==> config.mk <==
export PLATFORM = sky130hd
export DESIGN_NAME = unified_mem_arbiter
export DESIGN_NICKNAME = d
export VERILOG_FILES = /design/src/rtl/unified_mem_pkg.sv /design/src/rtl/arb_starve_counter.sv /design/src/rtl/unified_mem_arbiter.sv
export SDC_FILE = /design/constraint.sdc
export NUM_CORES = 1
export LEC_CHECK = 0
export CORE_UTILIZATION = 45
export CTS_CLUSTER_DIAMETER = 40
export DETAILED_ROUTE_END_ITERATION = 6
export PLACE_DENSITY = 0.89
export SETUP_SLACK_MARGIN = 0.2
export SYNTH_ARGS = -nofsm -noshare
export SYNTH_HDL_FRONTEND = slang
export SYNTH_SLANG_ARGS = --single-unit
==> constraint.sdc <==
create_clock -name Clk -period 11.3 [get_ports Clk]
set_input_delay 1.695 -clock Clk [delete_from_list [all_inputs] [get_ports Clk]]
set_output_delay 1.695 -clock Clk [all_outputs]
set_load 0.05 [all_outputs]
==> src/rtl/unified_mem_pkg.sv <==
// Shared types for the unified memory arbiter.
// Purpose : state and grant encodings plus a width helper for the starvation counter.
// Ports   : none (package).
package unified_mem_pkg;

    typedef enum logic [1:0] {
        IDLE   = 2'b00,
        ACCESS = 2'b01,
        DONE   = 2'b10
    } state_e;

    typedef enum logic {
        GNT_IF = 1'b0,
        GNT_DM = 1'b1
    } grant_e;

    // Access-cycle countdown width; WAIT_CYCLES is limited to 1..15.
    localparam int unsigned WAIT_CNT_W = 4;

    // Bits needed to hold 0..max_val, never less than one bit.
    function automatic int unsigned cnt_width(input int unsigned max_val);
        return (max_val < 1) ? 1 : $clog2(max_val + 1);
    endfunction

endpackage

==> src/rtl/arb_starve_counter.sv <==
// Saturating count of DM grants made while IF was also waiting.
// Purpose : tells the arbiter when IF must win the next contested grant.
// Ports   : Clk        clock (negative edge active)
//           Rst        asynchronous reset, active-high
//           i_inc      DM granted while IF pending
//           i_clr      IF granted
//           o_at_limit count has reached STARVE_LIMIT (never set when STARVE_LIMIT=0)
module arb_starve_counter
    import unified_mem_pkg::*;
#(
    parameter int unsigned STARVE_LIMIT = 4
) (
    input  logic Clk,
    input  logic Rst,
    input  logic i_inc,
    input  logic i_clr,
    output logic o_at_limit
);

    localparam int unsigned CNT_W = cnt_width(STARVE_LIMIT);
    localparam logic [CNT_W-1:0] LIMIT = CNT_W'(STARVE_LIMIT);

    logic [CNT_W-1:0] r_cnt;

    always_ff @(negedge Clk or posedge Rst) begin
        if (Rst) begin
            r_cnt <= '0;
        end else if (i_clr) begin
            r_cnt <= '0;
        end else if (i_inc && (r_cnt != LIMIT)) begin
            r_cnt <= r_cnt + CNT_W'(1);
        end
    end

    // With STARVE_LIMIT=0 the counter is pinned at zero and the override never fires.
    assign o_at_limit = (STARVE_LIMIT != 0) && (r_cnt == LIMIT);

endmodule

==> src/rtl/unified_mem_arbiter.sv <==
// Shares one single-ported memory between instruction fetch (IF) and the data port (DM).
// Purpose : one access at a time, fixed WAIT_CYCLES enable window, one-cycle ready pulse,
//           DM priority with a starvation override in favour of IF.
// Ports   : Clk, Rst                          clock (negedge active), async active-high reset
//           if_req/if_addr -> if_ready/if_rdata    IF read port
//           dm_req/dm_we/dm_addr/dm_wdata -> dm_ready/dm_rdata   DM read/write port
//           mem_en/mem_we/mem_addr/mem_wdata, mem_rdata          shared memory port
//           busy                               state is not IDLE
module unified_mem_arbiter
    import unified_mem_pkg::*;
#(
    parameter int unsigned ADDR_W       = 32,
    parameter int unsigned DATA_W       = 32,
    parameter int unsigned WAIT_CYCLES  = 2,
    parameter int unsigned STARVE_LIMIT = 4
) (
    input  logic              Clk,
    input  logic              Rst,
    input  logic              if_req,
    input  logic [ADDR_W-1:0] if_addr,
    output logic              if_ready,
    output logic [DATA_W-1:0] if_rdata,
    input  logic              dm_req,
    input  logic              dm_we,
    input  logic [ADDR_W-1:0] dm_addr,
    input  logic [DATA_W-1:0] dm_wdata,
    output logic              dm_ready,
    output logic [DATA_W-1:0] dm_rdata,
    output logic              mem_en,
    output logic              mem_we,
    output logic [ADDR_W-1:0] mem_addr,
    output logic [DATA_W-1:0] mem_wdata,
    input  logic [DATA_W-1:0] mem_rdata,
    output logic              busy
);

    localparam logic [WAIT_CNT_W-1:0] WAIT_LOAD = WAIT_CNT_W'(WAIT_CYCLES - 1);

    state_e                  r_state;
    grant_e                  r_grant;
    logic [WAIT_CNT_W-1:0]   r_wait_cnt;
    logic                    r_mem_en;
    logic                    r_mem_we;
    logic [ADDR_W-1:0]       r_mem_addr;
    logic [DATA_W-1:0]       r_mem_wdata;
    logic                    r_if_ready;
    logic                    r_dm_ready;
    logic [DATA_W-1:0]       r_if_rdata;
    logic [DATA_W-1:0]       r_dm_rdata;

    logic w_any_req;
    logic w_grant_dm;
    logic w_at_limit;
    logic w_starve_inc;
    logic w_starve_clr;
    logic w_arbitrate;

    assign w_any_req   = if_req | dm_req;
    // DM wins unless IF is also waiting and has already been passed over STARVE_LIMIT times.
    assign w_grant_dm  = dm_req & ~(if_req & w_at_limit);
    assign w_arbitrate = (r_state == IDLE) & w_any_req;
    assign w_starve_inc = w_arbitrate & w_grant_dm & if_req;
    assign w_starve_clr = w_arbitrate & ~w_grant_dm;

    arb_starve_counter #(
        .STARVE_LIMIT (STARVE_LIMIT)
    ) u_starve_cnt (
        .Clk        (Clk),
        .Rst        (Rst),
        .i_inc      (w_starve_inc),
        .i_clr      (w_starve_clr),
        .o_at_limit (w_at_limit)
    );

    always_ff @(negedge Clk or posedge Rst) begin
        if (Rst) begin
            r_state     <= IDLE;
            r_grant     <= GNT_IF;
            r_wait_cnt  <= '0;
            r_mem_en    <= 1'b0;
            r_mem_we    <= 1'b0;
            r_mem_addr  <= '0;
            r_mem_wdata <= '0;
            r_if_ready  <= 1'b0;
            r_dm_ready  <= 1'b0;
            r_if_rdata  <= '0;
            r_dm_rdata  <= '0;
        end else begin
            r_if_ready <= 1'b0;
            r_dm_ready <= 1'b0;
            case (r_state)
                IDLE: begin
                    if (w_any_req) begin
                        r_grant     <= w_grant_dm ? GNT_DM : GNT_IF;
                        r_mem_en    <= 1'b1;
                        r_mem_we    <= w_grant_dm & dm_we;
                        r_mem_addr  <= w_grant_dm ? dm_addr : if_addr;
                        r_mem_wdata <= w_grant_dm ? dm_wdata : '0;
                        r_wait_cnt  <= WAIT_LOAD;
                        r_state     <= ACCESS;
                    end
                end
                ACCESS: begin
                    if (r_wait_cnt == '0) begin
                        r_mem_en <= 1'b0;
                        r_mem_we <= 1'b0;
                        // Ready is set here so it is high throughout DONE.
                        if (r_grant == GNT_IF) begin
                            r_if_rdata <= mem_rdata;
                            r_if_ready <= 1'b1;
                        end else begin
                            if (!r_mem_we) begin
                                r_dm_rdata <= mem_rdata;
                            end
                            r_dm_ready <= 1'b1;
                        end
                        r_state <= DONE;
                    end else begin
                        r_wait_cnt <= r_wait_cnt - WAIT_CNT_W'(1);
                    end
                end
                // Requester still shows req while ready is high, so never re-arbitrate here.
                DONE: begin
                    r_state <= IDLE;
                end
                default: begin
                    r_state <= IDLE;
                end
            endcase
        end
    end

    assign mem_en    = r_mem_en;
    assign mem_we    = r_mem_we;
    assign mem_addr  = r_mem_addr;
    assign mem_wdata = r_mem_wdata;
    assign if_ready  = r_if_ready;
    assign dm_ready  = r_dm_ready;
    assign if_rdata  = r_if_rdata;
    assign dm_rdata  = r_dm_rdata;
    assign busy      = (r_state != IDLE);

endmodule

* Word level (Yosys, flattened, before mapping)
Index checks and enable logic that the tools add are counted.
** Operators by class
- Div/mod/pow operators :: 0
- Order comparisons :: 0
- Shift-type cells :: 0
- Bitwise logic cells :: 12
- Reductions and logical operators :: 12
- Multiplexer cells :: 22
- Multipliers :: 0
- $add $sub $neg :: 2
- Eq/ne operators :: 6
** Operators with widths (count)
- 32-bit 2-to-1 mux :: 2
- 1-bit 2-to-1 mux :: 10
- 3-bit AND reduction :: 3
- 4-bit 2-to-1 mux :: 2
- 4-bit one-hot mux with 2 select lines :: 1
- 1-bit bitwise AND :: 7
- 3-bit 2-to-1 mux :: 2
- 2-bit != test, second input constant :: 3
- 2-bit nonzero test :: 3
- 4-bit zero test :: 1
- 2-bit 2-to-1 mux :: 2
- 1-bit inverter :: 4
- 1-bit one-hot mux with 2 select lines :: 2
- 2-bit one-hot mux with 2 select lines :: 1
- 2-bit AND reduction :: 2
- 4-bit AND reduction :: 1
- 4-bit by 1-bit subtractor with 4-bit output, second input constant :: 1
- 3-bit by 1-bit adder with 3-bit output, second input constant :: 1
- 3-bit equality test, second input constant :: 1
- 3-bit != test, second input constant :: 1
- 2-bit by 1-bit equality test with 1-bit output, second input constant :: 1
- 2-bit zero test :: 1
- 1-bit logical AND :: 1
- 1-bit OR :: 1
** Storage, ports and cells
- Word-level logic and storage cells :: 66
- Memory bits (writable) :: 0
- Memories :: 0
- Memory bits (read-only) :: 0
- Bits in latches :: 0
- Register bits after elaboration :: 142
- Output and inout port bits :: 133

* Depth between registers and ports, before layout
Gate-level depths: netlist of run 1.
- Depth in word-level cells :: 9
- Gate-level depth with buffers :: 8
- Depth with buffers taken out :: 5

* Modules after synthesis
A second synthesis of run 1 with hierarchy kept.
** Unflattened totals
- Cell total of the unflattened synthesis :: 391
- Area, all modules :: 5680.4 µm²
** By module, submodules not included
- unified_mem_arbiter :: area each 5479.0 µm², cells an instance 372, instances 1, seq. area each 3478.3 µm²
- arb_starve_counter :: area each 201.4 µm², cells an instance 19, instances 1, seq. area each 75.1 µm²

==> impl_metrics.json, run 1 <==
{
  "place_congestion": 0.780,
  "finish.instance_area_um2": 9080,
  "async_flop_share": 1.00,
  "cts.repair.resized": 0,
  "synthXorXnorAreaFrac": 0,
  "synth_top_family_by_area": "compound AO/OA/AOI/OAI gates",
  "die_x_um": 115,
  "hold_viol": 0,
  "leakagePower_nw": 3.95,
  "vias": 4401,
  "wl_um": 15900,
  "skew_ps": 7.13,
  "setup_tns_ps": 0,
  "maxCapViolations": 0,
  "yosys_warnings": 0,
  "drive_gt1_frac": 0.159,
  "rsz0062_at_grt": "no",
  "synth_edf_count": 0,
  "grt_antenna_before_repair": 0,
  "intPower_mw": 1.86,
  "wire_per_inst_um": 19.2,
  "port_buffers": 265,
  "path_cells": "nor2_1, inv_1, clkdlybuf4s50_1",
  "core_area_um2": 12300,
  "cp_top_family": "buffers and inverters",
  "insertion_delay_ps": 390,
  "p_per_area_nw_per_um2": 373,
  "crit_path_max_fanout": 39,
  "postRouteAntennaNets": 0,
  "chipHeight_um": 115,
  "synth_most_common_cell": "dfrtn_1",
  "clockPowerShare": 0.163,
  "clockBufferDepth": 2,
  "cp_data_arrival_time_ps": 8420,
  "ir_drop_mv": 0.211,
  "antennaDiodeCount": 0,
  "drt-initial-drc-count": 291,
  "outcome": "finished, final reports clean",
  "synth_nets": 522,
  "power_frac_comb": 0.564,
  "clock-root-buffer": "clkbuf_16",
  "synth_adder_area_share": 0.00869,
  "place_area_um2": 8490,
  "start_kind": "register",
  "seq_power_share": 0.273,
  "syn_area_per_cell_um2": 15.0,
  "syn_area_um2": 5760,
  "drc_errors": 0,
  "initial_core_util": 0.470,
  "std_cell_rows": 40,
  "ys_ff_latch": 142,
  "seq_area_frac_synth": 0.617,
  "path_class": "register to primary output",
  "synthToLayoutAreaGrowth_pct": 57.6,
  "slew_viol_final": 0,
  "cp.required_ps": 9610,
  "nets": 783,
  "critPathBufInv": 2,
  "synthFlopType": "dfrtn_1",
  "synth_common_cells": "dfrtn_1 (142), mux2_2 (35), o21a_1 (33), a221o_1 (32), a22o_1 (32)",
  "tritoncts": "built",
  "switching_share": 0.451,
  "synth_compound_area_frac": 0.166,
  "hp-class": "register to register",
  "post_cts.repair.setup_buffers": 0,
  "clkSlewWorstSetupHoldPaths_ps": 40,
  "max_slew_margin": 0.224,
  "h-tree-depth": 4,
  "worst_pin_slew_ps": 1160,
  "grt_pass1_vias": 4733,
  "drt-pass1-iter-count": 4,
  "synthCells": 385,
  "finalSetupViolations": 0,
  "slowest_stage": "clkdlybuf4s50_1",
  "dp_hpwl_um": 11400,
  "p_switching_mw": 1.53,
  "critPathMaxStageDelay_ps": 1000,
  "synth-simple-area-share": 0.0241,
  "clock_sinks": 142,
  "synthMuxAreaShare": 0.146,
  "holdBufCountCts": 0,
  "grt_max_degree": 123,
  "ys_types": 41,
  "netlist.area_leader.share": 0.617,
  "gr-usage-all-layers": 0.247,
  "die_area_um2": 13300,
  "synth_area_leader_cell": "dfrtn_1",
  "grt_remaining_overflow": 0,
  "utilization": 0.741,
  "grt_pass1_wl_um": 24600,
  "drt-vias-per-instance": 5.32,
  "crit_path_end_kind": "primary output",
  "ioPinCount": 266,
  "synth_area_leaders": "dfrtn_1 (62%), mux2_4 (7.6%), mux2_2 (6.8%)",
  "numCtsBuffers": 17
}
## per-layer routing
layer / vias to the layer above / GRT usage / wire length, µm
li1: 1966 / - / -
met3: 13 / 0.0764 / 1330
met1: 2189 / 0.280 / 6130
met4: 0 / 0.0857 / 162
met5: - / 0 / 0
met2: 233 / 0.441 / 8250
## area by class of cell
type	instances	area (µm²)
tap	168	210
inverter	9	38.8
sequential	142	3550
clock inverter	7	110
clock buffer	25	475
multi-input combinational	205	1990
fill	729	3180
timing repair buffer	271	2700
## cell families (layout without fill, tap and decap cells)
kind of cell,Yosys count,in the layout
buffers and inverters,38,312
multiplexers,65,65
flip-flops,142,142
AND/OR/NAND/NOR,23,23
AO/OA/AOI/OAI,113,113
adder cells (fa/ha/maj),4,4
## path summary, 6_finish.rpt
| check | depth (start not counted) | endpoint | slack (ps) | start |
|---|---|---|---|---|
| max | 3 | busy | 1180 | r_state[0]$_DFFE_NP0P_ |
| min | 1 | dm_rdata[26]$_DFFE_NP0P_ | 450 | dm_rdata[26]$_DFFE_NP0P_ |
| max reg2reg | 5 | if_rdata[2]$_DFFE_NP0P_ | 9120 | r_wait_cnt[0]$_DFFE_NP0P_ |
| min reg2reg | 1 | dm_rdata[26]$_DFFE_NP0P_ | 450 | dm_rdata[26]$_DFFE_NP0P_ |
| max in group asynchronous | 3 | dm_rdata[4]$_DFFE_NP0P_ | 2860 | Rst |
| min in group asynchronous | 2 | if_rdata[1]$_DFFE_NP0P_ | 7470 | Rst |
## per-stage QoR
step	std cells	worst slack, ps	power [mW]	hold slack (ps)
final	827	1180	3.39	451
after detailed placement	795	1560	2.83	453
after floorplan	385	304	2.20	440
after global routing	827	1010	3.53	457
after CTS	827	1210	3.40	454
after global placement	795	1670	2.77	439
## placed cells by master (no fill, tap or decap), types with 3 or more instances in the layout
master / count
ha_1: 4
clkbuf_16: 17
a221o_1: 32
dfrtn_1: 142
inv_1: 8
clkdlybuf4s50_1: 265
buf_4: 6
a22o_1: 32
a21oi_1: 3
o21a_1: 33
mux2_4: 29
mux2_2: 35
clkbuf_1: 6
o21ai_0: 3
clkinv_2: 4
nor2_1: 3
bufinv_16: 3
## registers in the layout (all words and copies together) (netlist names), 2 cells and up
| name | cells |
|---|---|
| dm_rdata | 32 |
| if_rdata | 32 |
| mem_addr | 32 |
| mem_wdata | 32 |
| r_state | 2 |
| r_wait_cnt | 4 |
| u_starve_cnt.r_cnt | 3 |
## power by group through the flow
stage | Combinational [mW] | Clock (mW) | Sequential (mW)
3_5_place_dp | 1.91 | 0 | 0.923
6_report | 1.91 | 0.553 | 0.924
4_1_cts | 1.92 | 0.562 | 0.922
3_3_place_gp | 1.87 | 0 | 0.906
2_1_floorplan | 0.513 | 0 | 1.68
5_1_grt | 1.99 | 0.590 | 0.950
## worst register-to-register path, delay by kind of cell, from the launching register on
| family | cells | cell delay [ps] |
|---|---|---|
| AND/OR/NAND/NOR | 2 | 880 |
| multiplexers | 1 | 430 |
| flip-flops | 1 | 360 |
| adder cells (fa/ha/maj) | 1 | 240 |
| buffers and inverters | 1 | 110 |
Note: power is estimated with default switching activity, not from simulation.
==> run 2, diff against run 1 <==
ABC_AREA = 1   (was unset)
==> impl_metrics.json, run 2 <==
{
  "numCtsBuffers": 17,
  "cp_top_family": "buffers and inverters",
  "multi_input_area_um2": 1970,
  "grt_max_degree": 90,
  "vias": 5412,
  "seq_area_frac_synth": 0.601,
  "postRouteAntennaNets": 0,
  "synthToLayoutAreaGrowth_pct": 55.9,
  "synth_common_cells": "nand2_1 (175), dfrtn_1 (142), nand3_1 (132), o21ai_1 (43), inv_1 (41)",
  "dp_hpwl_um": 11700,
  "worst_path_most_repeated_cell": "nand3_1",
  "clockBufferDepth": 2,
  "synth_most_common_cell": "nand2_1",
  "drive_gt1_frac": 0.0817,
  "chipHeight_um": 117,
  "synth_area_leader_cell": "dfrtn_1",
  "ir_drop_mv": 0.194,
  "antennaDiodeCount": 0,
  "cp.required_ps": 5870,
  "netlist.area_leader.share": 0.601,
  "syn_area_um2": 5910,
  "rsz0062_at_grt": "no",
  "nets": 1019,
  "fillCellCount": 895,
  "hp-class": "register to register",
  "p_per_area_nw_per_um2": 373,
  "ioPinCount": 266,
  "drc_errors": 0,
  "synth_area_leaders": "dfrtn_1 (60%), nand3_1 (11%), nand2_1 (11%)",
  "worst_pin_slew_ps": 1120,
  "port_buffers": 265,
  "grt_pass1_vias": 5196,
  "path_class": "input pin to register",
  "h-tree-depth": 4,
  "layout_common_cells": "clkdlybuf4s50_1 (265), nand2_1 (173), dfrtn_1 (142)",
  "wire_per_inst_um": 15.8,
  "utilization": 0.724,
  "gr-usage-all-layers": 0.253,
  "yosys_warnings": 0,
  "drt-initial-drc-count": 386,
  "path_cells": "clkdlybuf4s50_1, o21ai_4, inv_2, nand3_1, nand3_1",
  "critPathBufInv": 2,
  "drt-vias-per-instance": 5.08,
  "async_flop_share": 1.00,
  "clkSlewWorstSetupHoldPaths_ps": 40,
  "start_kind": "input pin",
  "cts.repair.resized": 0,
  "ys_ff_latch": 142,
  "clock-root-buffer": "clkbuf_16",
  "grt_antenna_before_repair": 0,
  "synthFlopType": "dfrtn_1",
  "grt_remaining_overflow": 0,
  "crit_path_max_fanout": 66,
  "crit_path_end_kind": "register",
  "post_cts.repair.setup_buffers": 0,
  "synth_edf_count": 0,
  "grt_pass1_wl_um": 25800,
  "ys_types": 19,
  "synthCells": 632,
  "wl_um": 16800,
  "setup_tns_ps": 0,
  "clock_sinks": 142,
  "drt-pass1-iter-count": 5,
  "max_slew_margin": 0.248,
  "seq_area_um2": 3550,
  "syn_area_per_cell_um2": 9.35,
  "dp.cells": 1035,
  "critPathMaxStageDelay_ps": 620,
  "skew_ps": 6.12,
  "core_area_um2": 12700,
  "maxCapViolations": 0,
  "die_x_um": 117,
  "initial_core_util": 0.465,
  "place_congestion": 0.794,
  "std_cell_rows": 41,
  "die_area_um2": 13600,
  "final_common_cell": "clkdlybuf4s50_1",
  "slowest_stage": "o21ai_4",
  "finalSetupViolations": 0,
  "synth_nets": 769,
  "slew_viol_final": 0,
  "outcome": "finished, final reports clean",
  "leakagePower_nw": 4.32,
  "hold_viol": 0,
  "finalNonFillerCells": 1066,
  "cp_data_arrival_time_ps": 3860,
  "tritoncts": "built",
  "insertion_delay_ps": 390,
  "holdBufCountCts": 0
}
-- run 2: cell types whose count changed after synthesis, sizes merged, moves of 8 or more --
| cell | previous run | this run |
|---|---|---|
| nand2 | 2 | 177 |
| nand3 | 2 | 132 |
| o21ai | 4 | 74 |
| mux2 | 64 | 0 |
| inv | 9 | 45 |
| o21a | 33 | 0 |
| a221o | 32 | 0 |
| a22o | 32 | 0 |
| buf | 14 | 28 |
| nor2 | 4 | 12 |
-- run 2: power by group --
group / total (mW) / switching (mW) / internal [mW] / leakage, nW
logic: 1.95 / 1.34 / 0.608 / 2.26
registers: 0.922 / 0.140 / 0.782 / 1.76
clock network: 0.569 / 0.206 / 0.363 / 0.295
total: 3.44 / 1.69 / 1.75 / 4.32
-- run 2: per-layer routing --
layer,track usage,vias up,routed length [µm]
met5,0,-,0
met4,0.132,0,643
met3,0.0929,43,1670
met2,0.424,276,8380
met1,0.283,2527,6140
li1,-,2566,-
-- run 2: tightest hold or removal path, delay by kind of cell, from the launching register on --
family / cells / cell delay (ps)
flip-flops: 1 / 400
AND/OR/NAND/NOR: 2 / 110
-- run 2: through the flow --
step | power [mW] | area, µm² | worst slack, ps | hold WS [ps]
final | 3.44 | 9210 | 2010 | 427
after global routing | 3.61 | 9210 | 1880 | 438
after CTS | 3.46 | 9210 | 2010 | 429
after detailed placement | 2.87 | 8610 | 1650 | 426
after global placement | 2.82 | 8610 | 1710 | 421
after floorplan | 2.22 | 5910 | 304 | 443
-- run 2: kinds of logic after synthesis --
family,synth area share
flip-flops,0.601
XOR/XNOR,0.00296
adder cells (fa/ha/maj),0.00847
buffers and inverters,0.0684
AO/OA/AOI/OAI,0.0779
AND/OR/NAND/NOR,0.241
-- run 2: path summary, 6_finish.rpt --
kind | startpoint | to | slack [ps] | depth (start not counted)
worst max-delay path | dm_req | mem_addr[31]$_DFFE_NP0N_ | 2010 | 5
worst min-delay path | mem_en$_DFFE_NP0P_ | mem_en$_DFFE_NP0P_ | 430 | 2
worst max register to register | r_wait_cnt[0]$_DFFE_NP0P_ | dm_rdata[22]$_DFFE_NP0P_ | 9070 | 7
worst min register to register | mem_en$_DFFE_NP0P_ | mem_en$_DFFE_NP0P_ | 430 | 2
max in group asynchronous | Rst | dm_rdata[11]$_DFFE_NP0P_ | 3020 | 3
min in group asynchronous | Rst | mem_wdata[31]$_DFFE_NP0N_ | 7370 | 2
-- run 2: layout make-up --
cell class	instances	share of cell area
Clock buffer	21	0.0511
Clock inverter	10	0.0149
Inverter	45	0.0189
Multi-Input combinational cell	405	0.213
Sequential cell	142	0.386
Tap cell	172	0.0234
Timing Repair Buffer	271	0.293
==> run 3, diff against run 2 <==
CORE_UTILIZATION = 38   (was 45)
PLACE_DENSITY = 0.8   (was 0.89)
clock period = 7.7 ns   (was 11.3 ns; I/O delays follow)
==> impl_metrics.json, run 3 (synthesis gave the netlist of run 2 again) <==
{
  "outcome": "finished, final reports clean",
  "drt-pass1-iter-count": 4,
  "hp-class": "register to register",
  "clock-root-buffer": "clkbuf_16",
  "cts.repair.resized": 0,
  "cp_top_family": "buffers and inverters",
  "utilization": 0.610,
  "die_area_um2": 16100,
  "core_area_um2": 15200,
  "grt_antenna_before_repair": 0,
  "slew_viol_final": 0,
  "std_cell_rows": 45,
  "antennaDiodeCount": 0,
  "rsz0062_at_grt": "no",
  "fin_ws_ps": 811,
  "port_buffers": 265,
  "drt-initial-drc-count": 266,
  "critPathMaxStageDelay_ps": 720,
  "drive_gt1_frac": 0.0845,
  "finalSetupViolations": 0,
  "setup_tns_ps": 0,
  "clockBufferDepth": 2,
  "drc_errors": 0,
  "p_per_area_nw_per_um2": 538,
  "regToRegStartpoint": "r_wait_cnt[0]$_DFFE_NP0P_",
  "worst_pin_slew_ps": 788,
  "place_area_um2": 8690,
  "layout_common_cells": "clkdlybuf4s50_1 (265), nand2_1 (173), dfrtn_1 (142)",
  "place_ws_ps": 931,
  "h-tree-depth": 4,
  "crit_path_end_kind": "primary output",
  "die_x_um": 127,
  "post_cts.repair.setup_buffers": 0,
  "grt_pass1_wl_um": 25700,
  "skew_ps": 4.93,
  "slowest_stage": "clkdlybuf4s50_1",
  "clock_sinks": 142,
  "clkSlewWorstSetupHoldPaths_ps": 40,
  "holdBufCountCts": 0,
  "wl_um": 16100,
  "dp_hpwl_um": 11200,
  "numCtsBuffers": 17,
  "hp-start": "if_rdata[10]$_DFFE_NP0P_",
  "vias": 5265,
  "cp.required_ps": 6550,
  "initial_core_util": 0.389,
  "startpoint": "r_state[0]$_DFFE_NP0P_",
  "maxCapViolations": 0,
  "hold_viol": 0,
  "leakagePower_nw": 4.34,
  "ioPinCount": 266,
  "drt-vias-per-instance": 4.84,
  "start_kind": "register",
  "max_slew_margin": 0.473,
  "wire_per_inst_um": 14.8,
  "place_congestion": 0.812,
  "crit_path_max_fanout": 3,
  "grt_pass1_vias": 5034,
  "gr-usage-all-layers": 0.207,
  "critPathBufInv": 2,
  "insertion_delay_ps": 390,
  "synthToLayoutAreaGrowth_pct": 56.8,
  "nets": 1023,
  "postRouteAntennaNets": 0,
  "grt_max_degree": 66,
  "whs_ps": 424,
  "grt_remaining_overflow": 0,
  "cp_data_arrival_time_ps": 5730,
  "chipHeight_um": 127,
  "path_class": "register to primary output",
  "tritoncts": "built",
  "finish.instance_area_um2": 9270,
  "path_cells": "nor2_1, inv_2, clkdlybuf4s50_1",
  "final_common_cell": "clkdlybuf4s50_1",
  "ir_drop_mv": 0.255
}
## run 3: stage by stage
step           instances  total power [mW]
2_1_floorplan        632              3.26
3_3_place_gp        1055              4.17
3_5_place_dp        1055              4.22
4_1_cts             1087              5.03
5_1_grt             1087              5.25
6_report            1087              4.99
## run 3: worst min-delay path, cell delays in order (launching register included)
cell	delay [ps]
dfrtn_1	400
nand2_1	60
o21ai_2	50
## run 3: final cells by class
| type | count | area [µm²] |
|---|---|---|
| fill | 1320 | 5930 |
| timing repair buffer | 275 | 2770 |
| multi-input combinational | 405 | 1970 |
| clock buffer | 22 | 464 |
| tap | 188 | 235 |
| clock inverter | 10 | 113 |
| inverter | 45 | 173 |
| sequential | 142 | 3550 |
## run 3: final timing paths
| kind | end | slack [ps] | cells after the start |
|---|---|---|---|
| max | busy | 810 | 3 |
| min | if_rdata[10]$_DFFE_NP0P_ | 420 | 2 |
| max in group asynchronous | mem_wdata[17]$_DFFE_NP0N_ | 2000 | 3 |
| min reg2reg | if_rdata[10]$_DFFE_NP0P_ | 420 | 2 |
| min in group asynchronous | dm_rdata[0]$_DFFE_NP0P_ | 4950 | 2 |
| max reg2reg | if_rdata[5]$_DFFE_NP0P_ | 5800 | 7 |
## run 3: where the power goes
group | internal, mW | switching [mW]
clock network | 0.493 | 0.303
registers | 1.15 | 0.201
logic | 0.904 | 1.94
total | 2.54 | 2.44
## run 3: metal layers
metal	track usage	vias to the layer above	share of wire
li1	-	2576	-
met1	0.248	2439	0.41
met2	0.346	228	0.48
met3	0.0696	22	0.087
met4	0.0798	0	0.019
met5	0	-	0
